==> src/rtl/osc_wave_shaper.sv <==
// osc_wave_shaper: three-stage shaper turning a time-multiplexed 11-bit
// oscillator phase into a signed 16-bit sample scaled by a per-slot level.
// Stage 1 registers the slot, stage 2 shapes the waveform, stage 3 applies gain.
// Voice/oscillator tags and the valid bit travel with the data (latency 3).
// Build option: define OSC_NOISE_EN to add the 16-bit LFSR noise source on
// wave_sel=4; without it wave_sel=4 is silence.
module osc_wave_shaper #(
   parameter int VOICES  = 8,
   parameter int V_OSC   = 4,
   parameter int V_WIDTH = 3,
   parameter int O_WIDTH = 2
) (
   input  logic               OSC_CLK,
   input  logic               reg_reset,
   input  logic               phase_valid,
   input  logic [10:0]        phase_acc,
   input  logic [V_WIDTH-1:0] vx,
   input  logic [O_WIDTH-1:0] ox,
   input  logic [2:0]         wave_sel,
   input  logic [10:0]        pulse_width,
   input  logic [7:0]         level,
   output logic               sample_valid,
   output logic [15:0]        sample_out,
   output logic [V_WIDTH-1:0] sample_vx,
   output logic [O_WIDTH-1:0] sample_ox
);

   // Tags must be wide enough to name every voice and oscillator.
   if (VOICES > (1 << V_WIDTH) || V_OSC > (1 << O_WIDTH)) begin : g_tag_check
      $error("osc_wave_shaper: tag width too narrow for VOICES/V_OSC");
   end

   logic               s1_valid;
   logic [10:0]        s1_phase;
   logic [V_WIDTH-1:0] s1_vx;
   logic [O_WIDTH-1:0] s1_ox;
   logic [2:0]         s1_sel;
   logic [10:0]        s1_pw;
   logic [7:0]         s1_level;

   logic               s2_valid;
   logic signed [15:0] s2_raw;
   logic [7:0]         s2_level;
   logic [V_WIDTH-1:0] s2_vx;
   logic [O_WIDTH-1:0] s2_ox;

   logic [9:0]         h;
   logic [10:0]        h_comp;
   logic [18:0]        sine_y;
   logic [15:0]        sine_m;
   logic [15:0]        sine_sat;
   logic [15:0]        noise;
   logic [15:0]        raw_next;
   logic signed [8:0]  gain;
   logic signed [24:0] prod;

   // Stage 1: capture the slot; data only on valid, valid bit every cycle.
   always_ff @(posedge OSC_CLK or posedge reg_reset) begin
      if (reg_reset) begin
         s1_valid <= 1'b0;
         s1_phase <= '0;
         s1_vx    <= '0;
         s1_ox    <= '0;
         s1_sel   <= '0;
         s1_pw    <= '0;
         s1_level <= '0;
      end else begin
         s1_valid <= phase_valid;
         if (phase_valid) begin
            s1_phase <= phase_acc;
            s1_vx    <= vx;
            s1_ox    <= ox;
            s1_sel   <= wave_sel;
            s1_pw    <= pulse_width;
            s1_level <= level;
         end
      end
   end

   assign h        = s1_phase[9:0];
   assign h_comp   = 11'd1024 - {1'b0, h};
   // Parabola peaks at h=512 with y=262144, so y>>3 can reach 32768.
   assign sine_y   = {9'd0, h} * {8'd0, h_comp};
   assign sine_m   = sine_y[18:3];
   assign sine_sat = (sine_m > 16'd32767) ? 16'h7FFF : sine_m;

`ifdef OSC_NOISE_EN
   logic [15:0] lfsr;

   // Fibonacci LFSR (taps 16,14,13,11), steps once per valid stage-2 slot.
   always_ff @(posedge OSC_CLK or posedge reg_reset) begin
      if (reg_reset)     lfsr <= 16'hACE1;
      else if (s1_valid) lfsr <= {lfsr[0] ^ lfsr[2] ^ lfsr[3] ^ lfsr[5], lfsr[15:1]};
   end

   assign noise = lfsr;
`else
   assign noise = 16'd0;
`endif

   // Stage 2 shaping; every result fits 16-bit two's complement, so modular
   // 16-bit arithmetic yields the exact signed value.
   always_comb begin
      raw_next = 16'd0;
      case (s1_sel)
         3'd0: raw_next = {~s1_phase[10], s1_phase[9:0], 5'd0};
         3'd1: raw_next = (s1_phase < s1_pw) ? 16'h7FFF : 16'h8001;
         3'd2: raw_next = s1_phase[10] ? (16'h7FFF - {h, 6'd0})
                                       : ({h, 6'd0} - 16'h8000);
         3'd3: raw_next = s1_phase[10] ? (16'd0 - sine_sat) : sine_sat;
         3'd4: raw_next = noise;
         default: raw_next = 16'd0;
      endcase
   end

   // Stage 2 register: shaped sample plus the slot's level and tags.
   always_ff @(posedge OSC_CLK or posedge reg_reset) begin
      if (reg_reset) begin
         s2_valid <= 1'b0;
         s2_raw   <= '0;
         s2_level <= '0;
         s2_vx    <= '0;
         s2_ox    <= '0;
      end else begin
         s2_valid <= s1_valid;
         if (s1_valid) begin
            s2_raw   <= raw_next;
            s2_level <= s1_level;
            s2_vx    <= s1_vx;
            s2_ox    <= s1_ox;
         end
      end
   end

   // Level is unsigned, so zero-extend before the signed multiply; >>> floors.
   assign gain = {1'b0, s2_level};
   assign prod = s2_raw * gain;

   // Stage 3: scaled output; holds its last slot while no valid arrives.
   always_ff @(posedge OSC_CLK or posedge reg_reset) begin
      if (reg_reset) begin
         sample_valid <= 1'b0;
         sample_out   <= '0;
         sample_vx    <= '0;
         sample_ox    <= '0;
      end else begin
         sample_valid <= s2_valid;
         if (s2_valid) begin
            sample_out <= 16'(prod >>> 8);
            sample_vx  <= s2_vx;
            sample_ox  <= s2_ox;
         end
      end
   end

endmodule

==> config.mk <==
export PLATFORM = sky130hd
export DESIGN_NAME = osc_wave_shaper
export DESIGN_NICKNAME = d
export VERILOG_FILES = /design/src/rtl/osc_wave_shaper.sv
export SDC_FILE = /design/constraint.sdc
export NUM_CORES = 1
export LEC_CHECK = 0
export CAP_MARGIN = 20
export CELL_PAD_IN_SITES_DETAIL_PLACEMENT = 0
export CELL_PAD_IN_SITES_GLOBAL_PLACEMENT = 1
export CORE_UTILIZATION = 49
export DETAILED_ROUTE_END_ITERATION = 10
export GPL_ROUTABILITY_DRIVEN = 0
export PLACE_DENSITY = 0.83
export SLEW_MARGIN = 10
export SYNTH_ARGS = -nofsm -noshare
export SYNTH_HDL_FRONTEND = slang
export SYNTH_SLANG_ARGS = --single-unit
==> constraint.sdc <==
create_clock -name OSC_CLK -period 8.8 [get_ports OSC_CLK]
set_input_delay 1.76 -clock OSC_CLK [delete_from_list [all_inputs] [get_ports OSC_CLK]]
set_output_delay 1.76 -clock OSC_CLK [all_outputs]
set_load 0.05 [all_outputs]
Yosys cells after proc, flatten, opt, wreduce, memory -nomap -nowiden. Cells that the tools add are included.

Register bits: 91. Output and inout bits: 22.

Equality and inequality tests: 3. Multiplexer cells: 5. Order comparisons: 2. Multipliers: 2. Bitwise gates (word level): 1. Add/sub/neg operators: 4. Reduce and logical (&&, ||, !) cells: 1.

Operators by type and width (count): 16-bit two-way mux (4); 16-bit case mux with 4 select lines (1); 16-bit by 9-bit multiplier with 24-bit output (1); 10-bit by 11-bit multiplier with 19-bit output (1); 16-bit by 15-bit greater-than comparator with 1-bit output, second input constant (1); 1-bit by 16-bit subtractor with 16-bit output, first input constant (1); 15-bit by 16-bit subtractor with 16-bit output, first input constant (1); 16-bit subtractor, second input constant (1); 11-bit < comparator (1); 11-bit by 10-bit subtractor with 11-bit output, first input constant (1); 3-bit by 2-bit equality test with 1-bit output, second input constant (2); 3-bit by 1-bit equality test with 1-bit output, second input constant (1); 3-bit logical NOT (1); 1-bit inverter (1).

Logic depth before layout (Yosys ltp). Gate-level depths: netlist of the first run.

Depth in word-level cells: 7. Gate-level depth with buffers: 33. Mapped depth without buffers: 31.

Worst setup path before layout of the first run. No wires, ideal clock.

Path kind: reg-to-reg. Start point: reg s1_phase[1]. End point: reg s2_raw[14]. Data arrival time: 7.737 ns. Buffers on the path: 2. Cell stages (with the launch flop): 32. Setup slack: 0.937 ns. Data required time: 8.674 ns. Cell sequence: dfrtp_1 > clkbuf_1 > inv_1 > ha_1 > nor3b_1 > nand2b_1 > nor2_1 > ha_1 > nand2b_1 > fa_1 > inv_1 > fa_1 > fa_1 > fa_1 > inv_1 > fa_1 > inv_1 > ha_1 > a211o_1 > or2_1 > o21ai_1 > o21ai_2 > xnor2_4 > clkbuf_1 > and2_1 > ha_1 > nand4_1 > a2111oi_0 > nand4_1 > o31ai_1 > and4b_1 > nor3_1.

Word-level cells in the longest chain between the ends: 7.

RTL lines: start: declaration (RTL line 34) `logic [10:0] s1_phase;`; start signal: assignment (RTL line 70) `s1_phase <= phase_acc;`; 11-bit by 10-bit subtractor with 11-bit output (RTL line 81) `assign h_comp = 11'd1024 - {1'b0, h};`; 10-bit by 11-bit multiplier with 19-bit output (RTL line 83) `assign sine_y = {9'd0, h} * {8'd0, h_comp};`; 16-bit by 15-bit greater-than comparator with 1-bit output (RTL line 85) `assign sine_sat = (sine_m > 16'd32767) ? 16'h7FFF : sine_m;`; 16-bit two-way mux (RTL line 85); 1-bit by 16-bit subtractor with 16-bit output (RTL line 110) `3'd3: raw_next = s1_phase[10] ? (16'd0 - sine_sat) : sine_sat;`; 16-bit two-way mux (RTL line 110); 16-bit case mux with 4 select lines (*) (RTL line 105) `case (s1_sel)`; end signal: assignment (RTL line 127) `s2_raw <= raw_next;`; end: declaration (RTL line 42) `logic signed [15:0] s2_raw;`.

Mark *: on every way between the ends. The rest lies on a longest branch, timed or not. A chain may end at the register's enable or synchronous reset.

Final worst setup path of the first run. Same ends and word-level chain as after synthesis.

==> results of run 1 <==
-- layer usage --
metal  GRT usage [%]  part of all wire, %  wire length [µm]
met5               0                    0                 0
met3            3.36                  3.7               993
met2            35.2                   45             12100
met4            4.20                  1.1               291
met1            33.1                   50             13300
-- final timing paths --
| kind | depth (start not counted) | endpoint | start | slack (ns) |
|---|---|---|---|---|
| worst max-delay path | 29 | s2_raw[14] | s1_phase[1] | 0.58 |
| worst min-delay path | 1 | sample_vx[0] | s2_vx[0] | 0.51 |
| worst max register to register | 29 | s2_raw[14] | s1_phase[1] | 0.58 |
| worst min register to register | 1 | sample_vx[0] | s2_vx[0] | 0.51 |
| max in group asynchronous | 3 | s2_raw[4] | reg_reset | 5.95 |
| min in group asynchronous | 2 | sample_out[15] | reg_reset | 1.72 |
-- worst max-delay path: cells and delay by family, from the launching register on --
family,cells,cell delay (ns)
XOR/XNOR,1,0.22
AO/OA/AOI/OAI,5,1.41
buffers and inverters,4,0.30
flip-flops,1,0.68
AND/OR/NAND/NOR,10,1.64
adder cells (fa/ha/maj),9,3.81
-- cells in the mapped netlist (35+ instances only) --
cell type	instances	area [µm²]
dfrtp_1	91	2280
fa_1	168	3360
ha_1	111	1390
nor2b_1	35	219
and2_1	91	569
xnor2_1	35	307
mux2_2	55	619
nand2_1	99	372
clkbuf_1	50	188
inv_1	222	833
a21oi_1	54	270
nor2_1	46	173
nand2b_1	43	269
-- area by class of cell --
type / instances / area, µm² / area share, %
Multi-Input combinational cell: 942 / 9080 / 66.7
Timing Repair Buffer: 73 / 718 / 5.27
Clock buffer: 10 / 239 / 1.75
Inverter: 222 / 836 / 6.14
Sequential cell: 91 / 2280 / 16.7
Tap cell: 324 / 405 / 2.98
Clock inverter: 6 / 62.6 / 0.459
-- state kept, by name, summed over array words and instances, names as in the netlist, 3 cells and up --
register and count:
s1_phase 11, s1_pw 11, s1_vx 3, sample_vx 3
s2_raw 16, s1_level 8, s2_vx 3, sample_out 16
s1_sel 3, s2_level 8
-- cell usage in the layout, fill, tap and decap left out, types with 5 or more instances in the layout --
cell	Yosys	layout
o21ai_0	29	29
and3_1	6	6
nand2_1	99	99
or3_1	7	7
dfrtp_1	91	91
o21ai_1	6	6
o21a_1	9	9
o211ai_1	6	6
clkdlybuf4s50_1	0	61
nor3_1	8	8
a21oi_1	54	54
clkbuf_16	0	9
a2111oi_0	5	5
xor2_1	12	12
nor2_1	46	46
nand2b_1	43	43
nand3_1	11	11
conb_1	2	6
ha_1	111	111
o22ai_1	5	5
nor2b_1	35	35
xnor2_1	35	35
nand4_1	7	7
inv_1	222	221
mux2_2	55	55
buf_4	0	10
a21o_1	15	15
and2_1	91	91
mux2i_1	6	6
fa_1	168	168
-- metrics by stage --
step / util, % / worst slack (ns) / std cells / hold slack, ns
floorplan: - / 0.937 / 1308 / 0.352
global placement: 54.2 / 0.823 / 1651 / 0.484
detailed placement: 54.2 / 0.664 / 1651 / 0.492
CTS: 55.4 / 0.591 / 1667 / 0.509
global route: 55.5 / 0.0570 / 1668 / 0.522
finish: 55.5 / 0.582 / 1668 / 0.505
-- cells by family (layout without fill, tap and decap cells) --
group | Yosys count | after routing
compound gates | 165 | 165
xor+xnor | 49 | 49
fa+ha+maj | 279 | 279
buf+inv | 275 | 311
flops | 91 | 91
mux | 61 | 61
other cells | 2 | 6
simple gates | 382 | 382
==> flow_summary_export.csv, run 1 <==
group,metric,value,unit
min_path,min_path_type,"register to register",
cts,cts_tree,"yes",
logic_synthesis,syn_area,12400,µm²
logic_synthesis,ys_types,74,
cells_and_area,area_growth,10.1,%
logic_synthesis,ys.flop_type,"dfrtp_1",
critical_path,cp_max_fo,16,
flow_run,maxCapViolations,0,
drt,wl,26600,µm
sta,rsz0062_at_grt,"no",
logic_synthesis,yosysSeqAreaShare,18.4,%
drt,routedWlPerCell,16.0,µm
critical_path,slowest_delay,0.68,ns
sta,tightest_slew,0.975,ns
drt,dr.pass1.iters,5,
critical_path,critPathRequiredTime,9.04,ns
logic_synthesis,synth_cells,1304,
floorplanning,die_area,25900,µm²
cells_and_area,nets,1659,
grt,grt_max_degree,66,
sta,setup_tns,0,ns
cts,clk_latency,0.36,ns
drt,ant_nets,0,
cts,cts-buffers-inserted,9,
cts,postCtsSetupBuffers,0,
logic_synthesis,synth_seq_cells,91,
critical_path,cpMaxStageDelayCell,"dfrtp_1",
logic_synthesis,synth_compound_area_share,8.77,%
logic_synthesis,synth-edff-count,0,
logic_synthesis,yosys.area_share.simple,16.9,%
sta,setup_viol,0,
sta,timing_hold_violations_final,0,
cts,clk_pin_slew,0.08,ns
grt,track_usage,22.5,%
logic_synthesis,synthMuxAreaShare,5.49,%
cts,clockBufferDepth,2,
drt,drc,0,
logic_synthesis,synth_top_family_by_area,"adder cells",
logic_synthesis,syn_area_per_cell,9.49,µm²
drt,drtIter0Drc,467,
sta,slew_violations,0,
logic_synthesis,synthArstFlopShare,100,%
grt,grt_pass1_vias,9280,
sta,fmaxAchievable,0.122,GHz
cells_and_area,diodes,0,
cts,cts_hold_buf,0,
drt,via_count,8852,
sta,skew,0.0115,ns
critical_path,start_kind,"register",
place,dp_hpwl,20900,µm
place,portBuffers,62,
grt,antenna_found_initial,0,
floorplanning,die_y,161,µm
cts,clockRootBuffer,"clkbuf_16",
logic_synthesis,synth-adder-area-share,38.4,%
cells_and_area,final_area,13600,µm²
outcome,outcome,"completed",
sta,slew_headroom,35.0,%
cells_and_area,nFillCells,2204,
sta,min_period_over_period,93.4,%
floorplanning,die_w,161,µm
grt,grt-ovfl-total,0,
cts,cts_sinks,91,
place,post_dp_cell_area,13300,µm²
logic_synthesis,ys_warn_count,0,
critical_path,cp_data_arrival_time,8.45,ns
critical_path,critPathMostFrequentCell,"fa_1",
critical_path,end_kind,"register",
floorplanning,core_region_area,24500,µm²
sta,period_needed,8.22,ns
grt,grt_pass1_wl,46700,µm
logic_synthesis,synth_xor_xnor_area_share,3.68,%
cts,htree_levels,3,
cells_and_area,layout-drive-gt1-share,7.59,%
floorplanning,io_pins,63,
floorplanning,start_util,50.4,%
floorplanning,std_cell_rows,57,
drt,vias_per_cell,5.31,
cts,cts_resized,0,
critical_path,critPathKind,"register to register",
Power of run 1 is not shown: default switching activity piles up to over one toggle a cycle in this logic, so the estimate is an artifact.
==> run 2, diff against run 1 <==
- CTS_CLUSTER_DIAMETER: unset -> 60
- HOLD_SLACK_MARGIN: unset -> 0.1
==> results of run 2 <==
Same layout as run 1: the final DEF is identical, and so are final timing and power.
Power of run 2 is left out for the same reason.
